`config.mk`:
```
export PLATFORM = sky130hd
export DESIGN_NAME = ws2812_tx_sequencer
export DESIGN_NICKNAME = d
export VERILOG_FILES = /design/src/rtl/ws2812_tx_sequencer.sv
export SDC_FILE = /design/constraint.sdc
export NUM_CORES = 1
export LEC_CHECK = 0
export ABC_AREA = 0
export CAP_MARGIN = 20
export CORE_MARGIN = 2
export CORE_UTILIZATION = 30
export CTS_CLUSTER_SIZE = 30
export DETAILED_ROUTE_END_ITERATION = 10
export GPL_ROUTABILITY_DRIVEN = 0
export SKIP_LAST_GASP = 1
export SYNTH_ARGS = -nofsm -noshare
export SYNTH_HDL_FRONTEND = slang
export SYNTH_SLANG_ARGS = --single-unit
```
`constraint.sdc`:
```
create_clock -name clk -period 3.2 [get_ports clk]
set_input_delay 0.32 -clock clk [delete_from_list [all_inputs] [get_ports clk]]
set_output_delay 0.32 -clock clk [all_outputs]
set_load 0.02 [all_outputs]
```
`src/rtl/ws2812_tx_sequencer.sv`:
```
// rtl/ws2812_tx_sequencer.sv - WS2812 frame sequencer: pixel RAM walk, bit-cell serialiser, latch period
`timescale 1ns/1ps
module ws2812_tx_sequencer #(
  parameter int MAX_PIXELS   = 4,
  parameter int BIT_CYCLES   = 34,
  parameter int T0H_CYCLES   = 11,
  parameter int T1H_CYCLES   = 22,
  parameter int RESET_CYCLES = 2160
) (
  input  logic       clk,
  input  logic       reset_n,
  input  logic [7:0] number_of_pixels,
  input  logic       refresh,
  output logic [9:0] rd_addr,
  input  logic [7:0] rd_data,
  output logic       ws2812_dout,
  output logic       busy,
  output logic       frame_done
);

  localparam int CNT_MAX = (RESET_CYCLES > BIT_CYCLES) ? RESET_CYCLES : BIT_CYCLES;
  localparam int CW      = $clog2(CNT_MAX + 1);

  localparam logic [2:0] S_IDLE  = 3'd0;
  localparam logic [2:0] S_FETCH = 3'd1;
  localparam logic [2:0] S_LOAD  = 3'd2;
  localparam logic [2:0] S_CELL  = 3'd3;
  localparam logic [2:0] S_LATCH = 3'd4;

  logic [2:0]    state_q, state_d;
  logic [9:0]    rd_addr_q, rd_addr_d;
  logic          busy_q, busy_d;
  logic          done_q, done_d;
  logic          dout_q, dout_d;
  logic          pend_q, pend_d;
  logic [7:0]    n_q, n_d;
  logic [7:0]    shift_q, shift_d;
  logic [7:0]    next_q, next_d;
  logic [9:0]    byte_q, byte_d;
  logic [2:0]    bit_q, bit_d;
  logic [CW-1:0] cnt_q, cnt_d;

  logic [7:0]    n_req;
  logic [9:0]    total_bytes;
  logic          more_bytes;
  logic [CW-1:0] high_len;

  always_comb begin
    n_req       = (number_of_pixels > 8'(MAX_PIXELS)) ? 8'(MAX_PIXELS) : number_of_pixels;
    total_bytes = {2'b00, n_q} * 10'd3;
    more_bytes  = (byte_q + 10'd1) < total_bytes;
    high_len    = shift_q[bit_q] ? CW'(T1H_CYCLES) : CW'(T0H_CYCLES);
  end

  always_comb begin
    state_d   = state_q;
    rd_addr_d = rd_addr_q;
    busy_d    = busy_q;
    done_d    = 1'b0;
    pend_d    = pend_q;
    n_d       = n_q;
    shift_d   = shift_q;
    next_d    = next_q;
    byte_d    = byte_q;
    bit_d     = bit_q;
    cnt_d     = cnt_q;
    // Output lags the state by one register stage, so it is computed from the current cell.
    dout_d    = (state_q == S_CELL) && (cnt_q < high_len);

    if (busy_q && refresh) pend_d = 1'b1;

    case (state_q)
      S_IDLE: begin
        if (refresh) begin
          if (n_req != 8'd0) begin
            n_d       = n_req;
            rd_addr_d = 10'd0;
            busy_d    = 1'b1;
            state_d   = S_FETCH;
          end else begin
            done_d = 1'b1;
          end
        end
      end
      S_FETCH: state_d = S_LOAD;
      S_LOAD: begin
        shift_d = rd_data;
        byte_d  = 10'd0;
        bit_d   = 3'd7;
        cnt_d   = '0;
        state_d = S_CELL;
      end
      S_CELL: begin
        // Prefetch during the last bit: address at cycle 0, RAM data valid at cycle 2.
        if (bit_q == 3'd0 && more_bytes) begin
          if (cnt_q == '0) rd_addr_d = byte_q + 10'd1;
          if (cnt_q == CW'(2)) next_d = rd_data;
        end
        if (cnt_q == CW'(BIT_CYCLES - 1)) begin
          cnt_d = '0;
          if (bit_q != 3'd0) begin
            bit_d = bit_q - 3'd1;
          end else if (more_bytes) begin
            shift_d = next_q;
            byte_d  = byte_q + 10'd1;
            bit_d   = 3'd7;
          end else begin
            state_d = S_LATCH;
          end
        end else begin
          cnt_d = cnt_q + CW'(1);
        end
      end
      S_LATCH: begin
        // One extra count covers the output register delay so the line is low RESET_CYCLES.
        if (cnt_q == CW'(RESET_CYCLES)) begin
          done_d = 1'b1;
          cnt_d  = '0;
          pend_d = 1'b0;
          if ((pend_q || refresh) && n_req != 8'd0) begin
            n_d       = n_req;
            rd_addr_d = 10'd0;
            state_d   = S_FETCH;
          end else begin
            busy_d  = 1'b0;
            state_d = S_IDLE;
          end
        end else begin
          cnt_d = cnt_q + CW'(1);
        end
      end
      default: state_d = S_IDLE;
    endcase
  end

  always_ff @(posedge clk or negedge reset_n) begin
    if (!reset_n) begin
      state_q   <= S_IDLE;
      rd_addr_q <= '0;
      busy_q    <= 1'b0;
      done_q    <= 1'b0;
      dout_q    <= 1'b0;
      pend_q    <= 1'b0;
      n_q       <= '0;
      shift_q   <= '0;
      next_q    <= '0;
      byte_q    <= '0;
      bit_q     <= '0;
      cnt_q     <= '0;
    end else begin
      state_q   <= state_d;
      rd_addr_q <= rd_addr_d;
      busy_q    <= busy_d;
      done_q    <= done_d;
      dout_q    <= dout_d;
      pend_q    <= pend_d;
      n_q       <= n_d;
      shift_q   <= shift_d;
      next_q    <= next_d;
      byte_q    <= byte_d;
      bit_q     <= bit_d;
      cnt_q     <= cnt_d;
    end
  end

  assign rd_addr     = rd_addr_q;
  assign ws2812_dout = dout_q;
  assign busy        = busy_q;
  assign frame_done  = done_q;

endmodule

```
==> summary.txt, run 1 <==
Hold path
  • Worst min-delay path class: in2async

Logic synthesis
  • Post-Syn Instances: 393
  • Number of distinct library cells after synthesis: 49
  • Synth async-reset ratio: 100.0%
  • Number of warnings reported in the yosys synthesis log: 0
  • Number of flops mapped to enable cells by yosys: 0
  • Synthesized area per cell: approximately 9.7 um^2
  • Post-synth design cell area: approximately 3800 um^2
  • Post-Syn Nets: 441
  • Post-synthesis sequential element count: 66
  • Most used DFF post-synth: sky130_fd_sc_hd__dfrtp_1
  • Sequential share of the synthesized area: 43.36%

Die
  • Starting density of the core: between 30% and 40%
  • Area enclosed by the die boundary: 13610 um^2
  • X dimension of the die: 116.7 um
  • Vertical die dimension: 116.7 um
  • Placeable core region: between 10000 and 15000 um^2
  • Number of top-level pins: 32
  • Cell row count: 41

Timing
  • Hold slack: roughly 0.5 ns
  • Fin crit share: 107.7%
  • Highest attainable clock frequency: about 290 MHz
  • Headroom to the max-slew limit: 39.60%
  • Unrepaired setup endpoints after global routing: true
  • Clk_skew: 0.006112 ns
  • Final setup margin: -0.2467 ns
  • Worst Tran Pin Value: about 0.9 ns
  • Final Hold Fails: 0
  • Setup violators final: 37
  • Shortest clock period the worst path allows after layout: 3.447 ns
  • Pins Over Slew Limit: 0
  • Setup TNS: -6.451 ns

Drt
  • First DRT Iteration DRCs: 109
  • Post-route ant nets: 0
  • Total via count in the routed design: between 3000 and 4000
  • Number of iterations in the first detailed-routing pass: 4
  • Routed length on met3: between 400 and 500 um
  • Met2 layer wire length in the routed design: 4607 um
  • Final WL: between 9000 and 10000 um
  • Routed met1 length: 3902 um
  • Uppermost layer routed: met4
  • Remaining design rule violation count: 0
  • Via-per-instance ratio: around 5.0
  • WL per Instance: roughly 14 um

Flow run
  • Count of max-cap constraint violations: 0

Finish
  • Antenna diode count: 0
  • Post-layout util: between 40% and 50%
  • Number of nets in the layout: 508
  • Share of final-layout standard cells stronger than drive strength 1: 25.16%
  • Final standard cell area without fillers: 5260 um^2
  • Filler-free cell count of the finished design: about 640
  • Area growth syn-to-layout: 38.11%

Placement
  • Total cell area at the placement stage: 4568 um^2
  • Port Buffers: 31
  • Detail Placement HPWL: about 6000 um
  • Post-Place Cells: 612

Power and ir drop
  • Static power due to leakage: roughly 0.0023 uW
  • Switching Fraction: 22.15%
  • Largest voltage drop on the vdd net: around 0.26 mV
  • Sw Pwr: around 430 uW
  • Fraction of power consumed by sequential logic: approximately 45%
  • Internal cell power: 1497 uW
  • Combinational share of power: 4.5%
  • Clock share of power: 51.0%
  • Power density cells: about 370 nW/um^2

Setup path
  • Cell at the slowest stage of the critical path: sky130_fd_sc_hd__dfrtp_1
  • Setup slack on the worst flop-to-flop path: -0.25 ns
  • Data required time of the worst path: around 3.4 ns
  • Peak fanout along the critical path: 10
  • Largest stage delay on the critical path: around 0.4 ns
  • Gate family responsible for the most delay along the worst path: adder cells
  • CP Capture Type: flip-flop
  • Cell Chain, Critical Path: ha_2 > inv_2 > fa_2 > nor2b_1 > o21ai_1 > nand2b_1 > a21o_1 > a21o_1 > xor2_1 > ha_1 > a211oi_2 > o21bai_1 > nor3_2 > nand4_1 > o21ai_4 > buf_12 > mux2_4
  • Worst-case reg-to-reg path depth: 17
  • Worst reg2reg endpoint: rd_addr[5]
  • Arrival time reported for the critical path endpoint: approximately 3.7 ns
  • Worst setup path class: reg2reg
  • Startpoint of the lowest-slack register-to-register path: n_q[1]
  • Most numerous cell on the critical path: sky130_fd_sc_hd__a21o_1
  • Category of the worst setup path launch point: flip-flop
  • Number of buffers and inverters on the critical path: 2

CTS
  • Clock sink count: 66
  • Maximum clock insertion buffer count: 2
  • Total CTS buffers: 9
  • Insertion delay of the later-clocked pin in the worst-skew pair: around 0.33 ns
  • CTS HTree Levels: 3
  • Library cell used as clock root buffer: sky130_fd_sc_hd__clkbuf_16
  • Clock transition time at the flip-flop clock pins of the worst setup and hold paths: ~0.060 ns
  • Clock tree from TritonCTS: yes

Global route
  • Antenna violations before repair: 0
  • Largest net degree at the start of global routing: 48
  • Via count of the first global-routing pass: ~3100
  • GRT overflow: 0
  • First-pass GRT wire length: 15300 um
  • Gr usage total: 14.42%

Run status
  • Violated checks: setup timing
  • Run status: finished, violations left
-- cell families (layout without fill, tap and decap cells) --
| kind of cell | after synthesis | count (layout) | synth area share, % |
|---|---|---|---|
| multiplexers | 21 | 21 | 6.767 |
| AO/OA/AOI/OAI | 90 | 90 | 15.37 |
| XOR/XNOR | 18 | 18 | 4.139 |
| adder cells (fa/ha/maj) | 29 | 29 | 9.724 |
| buffers and inverters | 33 | 105 | 3.252 |
| flip-flops | 66 | 66 | 43.36 |
| AND/OR/NAND/NOR | 136 | 136 | 17.38 |
-- flip-flops by register name, summed over array words and instances, names as in the netlist --
name         cells
shift_q          8
pend_q           1
busy             1
rd_addr         10
frame_done       1
n_q              8
next_q           8
byte_q          10
ws2812_dout      1
bit_q            3
state_q          3
cnt_q           12
-- cell usage after synthesis, drive strengths merged, types with 2 or more instances --
| master | n | area share (%) |
|---|---|---|
| clkbuf | 6 | 0.59 |
| o21ai | 33 | 4.6 |
| nand2 | 47 | 4.6 |
| dfrtp | 66 | 43 |
| and2 | 9 | 1.5 |
| inv | 27 | 2.7 |
| nand4 | 6 | 0.99 |
| xnor2 | 6 | 1.4 |
| o32ai | 8 | 1.8 |
| nor3b | 2 | 0.39 |
| nand3 | 13 | 1.7 |
| o21bai | 2 | 0.39 |
| or4 | 3 | 0.79 |
| ha | 28 | 9.2 |
| mux4 | 2 | 1.2 |
| xor2 | 12 | 2.8 |
| and3 | 5 | 0.82 |
| o31ai | 2 | 0.39 |
| a211oi | 4 | 0.79 |
| a31oi | 4 | 0.66 |
| or2 | 3 | 0.49 |
| a21oi | 20 | 2.6 |
| nand2b | 4 | 0.66 |
| or3 | 2 | 0.33 |
| mux2 | 18 | 5.3 |
| a21o | 4 | 0.79 |
| nor2 | 27 | 2.7 |
| nor3 | 4 | 0.53 |
| a2111oi | 2 | 0.46 |
| nor4 | 4 | 0.66 |
| nor2b | 5 | 0.82 |
-- layout make-up --
cell class,count,area [um^2]
Timing Repair Buffer,62,611.8
Sequential cell,66,1652
Clock inverter,6,67.56
Multi-Input combinational cell,294,2384
Inverter,27,101.3
Tap cell,172,215.2
Fill cell,1218,7257
Clock buffer,10,229.0
-- layout by cell type, fill, tap and decap left out, types with 10 or more instances in the layout --
master	n
sky130_fd_sc_hd__ha_1	27
sky130_fd_sc_hd__buf_4	24
sky130_fd_sc_hd__dfrtp_1	66
sky130_fd_sc_hd__a21oi_1	13
sky130_fd_sc_hd__nor2_1	26
sky130_fd_sc_hd__o21ai_0	17
sky130_fd_sc_hd__clkdlybuf4s50_1	30
sky130_fd_sc_hd__nand3_1	12
sky130_fd_sc_hd__clkbuf_16	10
sky130_fd_sc_hd__xor2_1	12
sky130_fd_sc_hd__nand2_1	37
sky130_fd_sc_hd__inv_1	26
-- through the flow --
step	total power [uW]	setup slack [ns]
6_report	1922	-0.2467
5_1_grt	1992	-0.4892
4_1_cts	1931	-0.1968
3_5_place_dp	944.7	-0.2341
3_3_place_gp	941.7	-0.1454
2_1_floorplan	889.5	-0.1031
-- metal layers --
metal	track usage, %	vias up
met4	3.922	0
met5	0	-
met1	18.18	1556
li1	-	1545
met3	3.788	12
met2	24.57	53
-- what timing repair did --
item | in CTS | in global routing
cloned | 1 | 0
hold buffers | 0 | 1
pin swaps | 14 | 10
buffers inserted | 5 | 3
endpoints found under the hold margin | 0 | 19
setup endpoints to repair | 42 | 42
gates resized for setup | 41 | 28
-- worst max path at each step --
stage / from / endpoint / slack, ns / depth (start not counted)
2_1_floorplan: n_q[1] / rd_addr[0] / -0.10 / 16
3_3_place_gp: n_q[1] / shift_q[0] / -0.15 / 15
3_5_place_dp: n_q[1] / shift_q[1] / -0.23 / 17
4_1_cts: n_q[1] / rd_addr[1] / -0.20 / 17
5_1_grt: n_q[1] / rd_addr[8] / -0.49 / 17
6_report: n_q[1] / rd_addr[5] / -0.25 / 17
-- power groups by stage --
stage | logic [uW] | registers, uW | clock network [uW]
2_1_floorplan | 22.1 | 867 | 0
3_3_place_gp | 74.2 | 868 | 0
3_5_place_dp | 76.8 | 868 | 0
4_1_cts | 81.5 | 854 | 996
5_1_grt | 96.3 | 856 | 1040
6_report | 86.8 | 855 | 980
No activity file was read; power rests on OpenSTA's default activity.
==> run 2: changes to the inputs <==
--- a/config.mk
+++ b/config.mk
@@ -8,10 +8,11 @@
 export ABC_AREA = 0
 export CAP_MARGIN = 20
 export CORE_MARGIN = 2
-export CORE_UTILIZATION = 30
+export CORE_UTILIZATION = 53
 export CTS_CLUSTER_SIZE = 30
 export DETAILED_ROUTE_END_ITERATION = 10
 export GPL_ROUTABILITY_DRIVEN = 0
+export PLACE_DENSITY = 0.77
 export SKIP_LAST_GASP = 1
 export SYNTH_ARGS = -nofsm -noshare
 export SYNTH_HDL_FRONTEND = slang
==> summary.txt, run 2 (same netlist as run 1, synthesis figures left out) <==
CTS
  • Maximum clock insertion buffer count: 2 (unchanged)
  • Insertion delay of the later-clocked pin in the worst-skew pair: 0.35 ns (+0.02 ns)
  • Clock tree from TritonCTS: yes
  • Clock sink count: 66 (unchanged)
  • Clock transition time at the flip-flop clock pins of the worst setup and hold paths: 0.08 ns (+0.02 ns)
  • Total CTS buffers: 9 (unchanged)
  • CTS HTree Levels: 3 (unchanged)
  • Library cell used as clock root buffer: sky130_fd_sc_hd__clkbuf_8

Drt
  • WL per Instance: 15.63 um (+10%)
  • Via-per-instance ratio: 5.632 (+13%)
  • Total via count in the routed design: 3171 (+0.16%)
  • Remaining design rule violation count: 0 (unchanged)
  • Number of iterations in the first detailed-routing pass: 4 (unchanged)
  • First DRT Iteration DRCs: 140 (+28%)
  • Final WL: 8799 um (-2.6%)
  • Post-route ant nets: 0 (unchanged)

Finish
  • Final standard cell area without fillers: 4935 um^2 (-6.2%)
  • Leading cell types in the layout, fill and taps excluded: sky130_fd_sc_hd__dfrtp_1, sky130_fd_sc_hd__nand2_1, sky130_fd_sc_hd__clkdlybuf4s50_1
  • Most common library cell in the layout ignoring fill and taps: sky130_fd_sc_hd__dfrtp_1
  • FF/Latch Area: 1652 um^2 (unchanged)
  • Combined area of the multi-input logic cells: 2253 um^2 (-5.5%)
  • Filler-free cell count of the finished design: 563 (-12%)
  • Post-layout util: 71.84% (+30 points)
  • Share of final-layout standard cells stronger than drive strength 1: 23.13% (-2.0 points)
  • Area growth syn-to-layout: 29.57%
  • Number of nets in the layout: 510 (+0.39%)
  • Number of flip-flops in the largest register: 12 (unchanged)
  • Antenna diode count: 0 (unchanged)
  • Fill cell count: 497 (-59%)
  • Register with the most flip-flops: cnt_q

Global route
  • Global route hottest layer: met2
  • First-pass GRT wire length: 14810 um (-3.2%)
  • Fraction of met3 tracks used by global routing: 4.664% (+0.88 points)
  • GRT overflow: 0 (unchanged)
  • Met1 Use GR: 30.56% (+12 points)
  • Gr usage total: 24.74% (+10 points)
  • Antenna violations before repair: 0 (unchanged)
  • Largest net degree at the start of global routing: 49 (+2.1%)
  • Via count of the first global-routing pass: 3215 (+2.2%)
  • Global Route met2 Usage: 43.01% (+18 points)

Power and ir drop
  • Power density cells: 330.8 nW/um^2 (-9.5%)
  • Switching Fraction: 23.40% (+1.3 points)
  • Combinational share of power: 5.1% (+0.6 points)
  • Largest voltage drop on the vdd net: 0.2884 mV (+12%)
  • Fraction of power consumed by sequential logic: 52.2% (+7.7 points)
  • Clock share of power: 42.7% (-8.3 points)
  • Static power due to leakage: 0.002262 uW (-3.5%)
  • Sw Pwr: 381.9 uW (-10%)
  • Internal cell power: 1250 uW (-16%)

Run status
  • Violated checks: setup timing
  • Run status: finished, violations left

Timing
  • Setup TNS: -12.10 ns (-5.651 ns)
  • Fin crit share: 112.9% (+5.2 points)
  • Unrepaired setup endpoints after global routing: true
  • Pins Over Slew Limit: 0 (unchanged)
  • Highest attainable clock frequency: 276.8 MHz (-4.6%)
  • Worst Tran Pin Value: 0.6620 ns (-0.2439 ns)
  • Final setup margin: -0.4122 ns (-0.1655 ns)
  • Clk_skew: 0.01052 ns (+0.004409 ns)
  • Shortest clock period the worst path allows after layout: 3.612 ns (+0.1655 ns)
  • Headroom to the max-slew limit: 55.76% (+16 points)
  • Setup violators final: 42 (+14%)
  • Final Hold Fails: 0 (unchanged)

Setup path
  • Data required time of the worst path: 3.43 ns (about the same)
  • Startpoint of the lowest-slack register-to-register path: n_q[1]
  • Worst setup path class: reg2reg
  • CP Capture Type: flip-flop
  • Peak fanout along the critical path: 5 (-5)
  • Worst reg2reg endpoint: rd_addr[7]
  • Cell at the slowest stage of the critical path: sky130_fd_sc_hd__dfrtp_1
  • Category of the worst setup path launch point: flip-flop
  • Worst setup path endpoint: rd_addr[7]
  • Worst setup path startpoint: n_q[1]
  • Levels on crit path: 17 (unchanged)
  • Cell Chain, Critical Path: ha_2 > inv_2 > fa_2 > nor2b_1 > o21ai_1 > nand2b_1 > a21o_1 > a21o_1 > xor2_1 > ha_1 > nand4_1 > a211oi_2 > nor3_2 > nand4_1 > o21ai_4 > clkbuf_16 > mux2_4
  • Arrival time reported for the critical path endpoint: 3.85 ns (+0.19 ns)
  • Gate family responsible for the most delay along the worst path: simple AND/OR/NAND/NOR gates
  • Worst-case reg-to-reg path depth: 17 (unchanged)
  • Number of buffers and inverters on the critical path: 2 (unchanged)
  • Setup slack on the worst flop-to-flop path: -0.41 ns (-0.17 ns)
  • Largest stage delay on the critical path: 0.41 ns (+0.02 ns)

Die
  • Vertical die dimension: 88.77 um (-24%)
  • Area enclosed by the die boundary: 7880 um^2 (-42%)
  • Placeable core region: 6869 um^2 (-45%)
  • Number of top-level pins: 32 (unchanged)
  • Cell row count: 30 (-27%)
  • X dimension of the die: 88.77 um (-24%)
  • Starting density of the core: 55.45% (+25 points)

Placement
  • Detail Placement HPWL: 5913 um (-3.4%)
  • Total cell area at the placement stage: 4446 um^2 (-2.7%)
  • Setup Slack @ Placement: -0.2906 ns (-0.05654 ns)
  • Port Buffers: 31 (unchanged)
  • Post-Place Cells: 534 (-13%)

Flow run
  • Count of max-cap constraint violations: 0 (unchanged)

Hold path
  • Worst min-delay path class: in2async
-- run 2: cell count changes in the layout (fill, tap and decap cells not counted), sizes merged --
cell | before | now
buf | 30 | 32
-- run 2: how the worst min path moves through the flow --
| stage | end | slack [ns] | startpoint | depth (start not counted) |
|---|---|---|---|---|
| 6_report | byte_q[9] | 0.43 | reset_n | 2 |
| 2_1_floorplan | bit_q[0] | 0.02 | reset_n | 0 |
| 3_5_place_dp | rd_addr[0] | 0.29 | reset_n | 1 |
| 3_3_place_gp | rd_addr[4] | 0.28 | reset_n | 1 |
| 4_1_cts | rd_addr[0] | 0.45 | reset_n | 2 |
| 5_1_grt | rd_addr[0] | 0.49 | reset_n | 2 |
-- run 2: cell type report --
class / count / share of cell area [%]
Clock buffer: 10 / 2.586
Clock inverter: 6 / 1.369
Inverter: 27 / 2.054
Multi-Input combinational cell: 294 / 45.66
Sequential cell: 66 / 33.47
Tap cell: 96 / 2.434
Timing Repair Buffer: 64 / 12.42
-- run 2: per-stage QoR --
| step | power (uW) | hold WS (ns) |
|---|---|---|
| 3_3_place_gp | 938.3 | 0.2754 |
| 3_5_place_dp | 941.6 | 0.2872 |
| 5_1_grt | 1705 | 0.4869 |
| 2_1_floorplan | 889.5 | 0.02441 |
| 4_1_cts | 1645 | 0.4465 |
| 6_report | 1632 | 0.4332 |
-- run 2: per-layer routing --
layer  wire [um]  part of all wire (%)
met1        3832                    44
met2        4562                    52
met4         183                   2.1
met5           0                     0
met3         221                   2.5
-- run 2: repair_timing --
item | CTS | global route
setup endpoints to repair | 42 | 42
pin swaps | 21 | 17
gates resized for setup | 37 | 8
gates cloned | 1 | 1
buffers inserted | 11 | 2
hold buffers | 1 | 0
hold endpoints to repair | 18 | 0
-- run 2: power by group through the flow --
stage	Combinational, uW	Clock (uW)	Sequential (uW)
5_1_grt	93.5	758	853
3_3_place_gp	71.1	0	867
3_5_place_dp	73.9	0	868
4_1_cts	82.8	711	851
2_1_floorplan	22.1	0	867
6_report	83.0	698	852
==> run 3: changes to the inputs <==
--- a/config.mk
+++ b/config.mk
@@ -12,6 +12,7 @@
 export CTS_CLUSTER_SIZE = 30
 export DETAILED_ROUTE_END_ITERATION = 10
 export GPL_ROUTABILITY_DRIVEN = 0
+export GPL_TIMING_DRIVEN = 0
 export PLACE_DENSITY = 0.77
 export SKIP_LAST_GASP = 1
 export SYNTH_ARGS = -nofsm -noshare
==> summary.txt, run 3 (same netlist as run 1, synthesis figures left out) <==
Drt
  • First DRT Iteration DRCs: 162 (+16%)
  • WL per Instance: 16.21 um (+3.7%)
  • Final WL: 9044 um (+2.8%)
  • Via-per-instance ratio: 5.746 (+2.0%)
  • Total via count in the routed design: 3206 (+1.1%)
  • Number of iterations in the first detailed-routing pass: 4 (unchanged)
  • Remaining design rule violation count: 0 (unchanged)
  • Post-route ant nets: 0 (unchanged)

Placement
  • Detail Placement HPWL: 5682 um (-3.9%)
  • Port Buffers: 31 (unchanged)
  • Total cell area at the placement stage: 4295 um^2 (-3.4%)
  • Setup Slack @ Placement: -0.6050 ns (-0.3144 ns)
  • Post-Place Cells: 520 (-2.6%)

Power and ir drop
  • Largest voltage drop on the vdd net: 0.2404 mV (-17%)
  • Static power due to leakage: 0.002285 uW (+1.0%)
  • Power consumption: 1585 uW (-2.9%)
  • Power density cells: 322.8 nW/um^2 (-2.4%)

Timing
  • Clk_skew: 0.008235 ns (-0.002287 ns)
  • Setup TNS: -14.86 ns (-2.759 ns)
  • Pins Over Slew Limit: 0 (unchanged)
  • Final Hold Fails: 0 (unchanged)
  • Highest attainable clock frequency: 277.9 MHz (+0.39%)
  • Unrepaired setup endpoints after global routing: true
  • Shortest clock period the worst path allows after layout: 3.598 ns (-0.01419 ns)
  • Worst Tran Pin Value: 0.8428 ns (+0.1808 ns)
  • Fin crit share: 112.4% (-0.44 points)
  • Headroom to the max-slew limit: 43.81% (-12 points)
  • Setup violators final: 42 (unchanged)
  • Final setup margin: -0.3980 ns (+0.01419 ns)

Finish
  • Number of flip-flops in the largest register: 12 (unchanged)
  • Final standard cell area without fillers: 4910 um^2 (-0.51%)
  • Number of nets in the layout: 505 (-0.98%)
  • Register with the most flip-flops: cnt_q
  • Area growth syn-to-layout: 28.91%
  • Most common library cell in the layout ignoring fill and taps: sky130_fd_sc_hd__dfrtp_1
  • Share of final-layout standard cells stronger than drive strength 1: 22.08% (-1.0 points)
  • Filler-free cell count of the finished design: 558 (-0.89%)
  • Leading cell types in the layout, fill and taps excluded: sky130_fd_sc_hd__dfrtp_1, sky130_fd_sc_hd__nand2_1, sky130_fd_sc_hd__clkdlybuf4s50_1, sky130_fd_sc_hd__ha_1
  • Antenna diode count: 0 (unchanged)

CTS
  • Clock transition time at the flip-flop clock pins of the worst setup and hold paths: 0.08 ns (about the same)
  • Clock tree from TritonCTS: yes
  • Maximum clock insertion buffer count: 2 (unchanged)
  • Total CTS buffers: 9 (unchanged)
  • Library cell used as clock root buffer: sky130_fd_sc_hd__clkbuf_8
  • Insertion delay of the later-clocked pin in the worst-skew pair: 0.35 ns (about the same)
  • Clock sink count: 66 (unchanged)
  • Post-CTS Hold Fix Bufs: 0 (-1)
  • CTS HTree Levels: 3 (unchanged)

Global route
  • Via count of the first global-routing pass: 3214 (-0.031%)
  • First-pass GRT wire length: 14560 um (-1.7%)
  • Antenna violations before repair: 0 (unchanged)
  • GRT overflow: 0 (unchanged)
  • Largest net degree at the start of global routing: 67 (+37%)
  • Gr usage total: 24.00% (-0.74 points)

Setup path
  • Category of the worst setup path launch point: flip-flop
  • CP Capture Type: flip-flop
  • Data required time of the worst path: 3.43 ns (about the same)
  • Arrival time reported for the critical path endpoint: 3.83 ns (-0.02 ns)
  • Peak fanout along the critical path: 8 (+3)
  • Worst setup path class: reg2reg

Die
  • X dimension of the die: 88.77 um (unchanged)
  • Cell row count: 30 (unchanged)
  • Number of top-level pins: 32 (unchanged)
  • Starting density of the core: 55.45% (unchanged)
  • Vertical die dimension: 88.77 um (unchanged)
  • Placeable core region: 6869 um^2 (unchanged)
  • Area enclosed by the die boundary: 7880 um^2 (unchanged)

Hold path
  • Worst min-delay path class: in2async

Run status
  • Run status: finished, violations left
  • Violated checks: setup timing

Flow run
  • Count of max-cap constraint violations: 0 (unchanged)
==> run 3: changes by cell type in the layout (fill, tap and decap cells not counted), moves of 4 or more <==
cell	delta
sky130_fd_sc_hd__a21oi_1	+8
sky130_fd_sc_hd__a21oi_2	-8
sky130_fd_sc_hd__mux2_2	-8
sky130_fd_sc_hd__mux2_4	+8
sky130_fd_sc_hd__buf_4	-7
sky130_fd_sc_hd__o21ai_0	-5
sky130_fd_sc_hd__clkbuf_1	+4
sky130_fd_sc_hd__o21ai_2	+4
sky130_fd_sc_hd__o32ai_1	-4
sky130_fd_sc_hd__o32ai_2	+4
==> run 3: metal layers <==
layer	vias to the layer above	track usage, %	routed length (um)
met2	74	41.45	4680
met1	1585	29.72	3841
li1	1531	-	-
met3	16	4.198	343
met5	-	0	0
met4	0	9.780	179
==> run 3: layout make-up <==
cell class | count | area (um^2)
fillers | 499 | 1959
plain buffers | 6 | 33.78
well taps | 96 | 120.1
clock inverters | 6 | 41.29
multi-input cells | 294 | 2323
inverters | 27 | 101.3
repair buffers | 53 | 500.5
clock buffers | 10 | 137.6
flip-flops and latches | 66 | 1652
==> run 3: per-stage QoR <==
stage	hold WS, ns	util [%]
3_3_place_gp	0.4843	62.57
6_report	0.06347	71.48
2_1_floorplan	0.02441	-
3_5_place_dp	0.4737	62.53
4_1_cts	0.09662	69.93
5_1_grt	0.1374	71.48
==> run 3: what timing repair did <==
item                       4_1_cts  5_1_grt
pin swaps                       21       14
gates resized for setup         53       14
buffers inserted                15        8
setup endpoints to repair       42       42
==> run 3: final timing paths <==
| path | from | end | slack [ns] | cells after the start |
|---|---|---|---|---|
| max | n_q[0] | next_q[7] | -0.40 | 16 |
| min | reset_n | rd_addr[4] | 0.06 | 1 |
| max reg2reg | n_q[0] | next_q[7] | -0.40 | 16 |
| min reg2reg | rd_addr[4] | rd_addr[4] | 0.51 | 1 |
| max in group asynchronous | reset_n | next_q[7] | 2.58 | 1 |
| min in group clk | rd_addr[4] | rd_addr[4] | 0.51 | 1 |
==> run 3: critical path, stage by stage (launching register included) <==
cell and delay [ns]:
sky130_fd_sc_hd__dfrtp_1 0.42, sky130_fd_sc_hd__ha_2 0.21, sky130_fd_sc_hd__buf_4 0.13, sky130_fd_sc_hd__a21o_1 0.18, sky130_fd_sc_hd__a21oi_2 0.19, sky130_fd_sc_hd__o21ai_2 0.09
sky130_fd_sc_hd__nor4_2 0.27, sky130_fd_sc_hd__nor3_1 0.09, sky130_fd_sc_hd__xnor2_1 0.15, sky130_fd_sc_hd__ha_1 0.32, sky130_fd_sc_hd__nand4_1 0.13, sky130_fd_sc_hd__buf_6 0.16
sky130_fd_sc_hd__a211oi_4 0.32, sky130_fd_sc_hd__nor3_4 0.10, sky130_fd_sc_hd__and3_4 0.20, sky130_fd_sc_hd__nand3_4 0.18, sky130_fd_sc_hd__mux2_4 0.33
==> run 3: power breakdown <==
part / internal [uW] / total (uW) / switching, uW
clock: 302 / 648 / 347
sequential: 845 / 853 / 7.39
combinational: 44.1 / 83.7 / 39.6
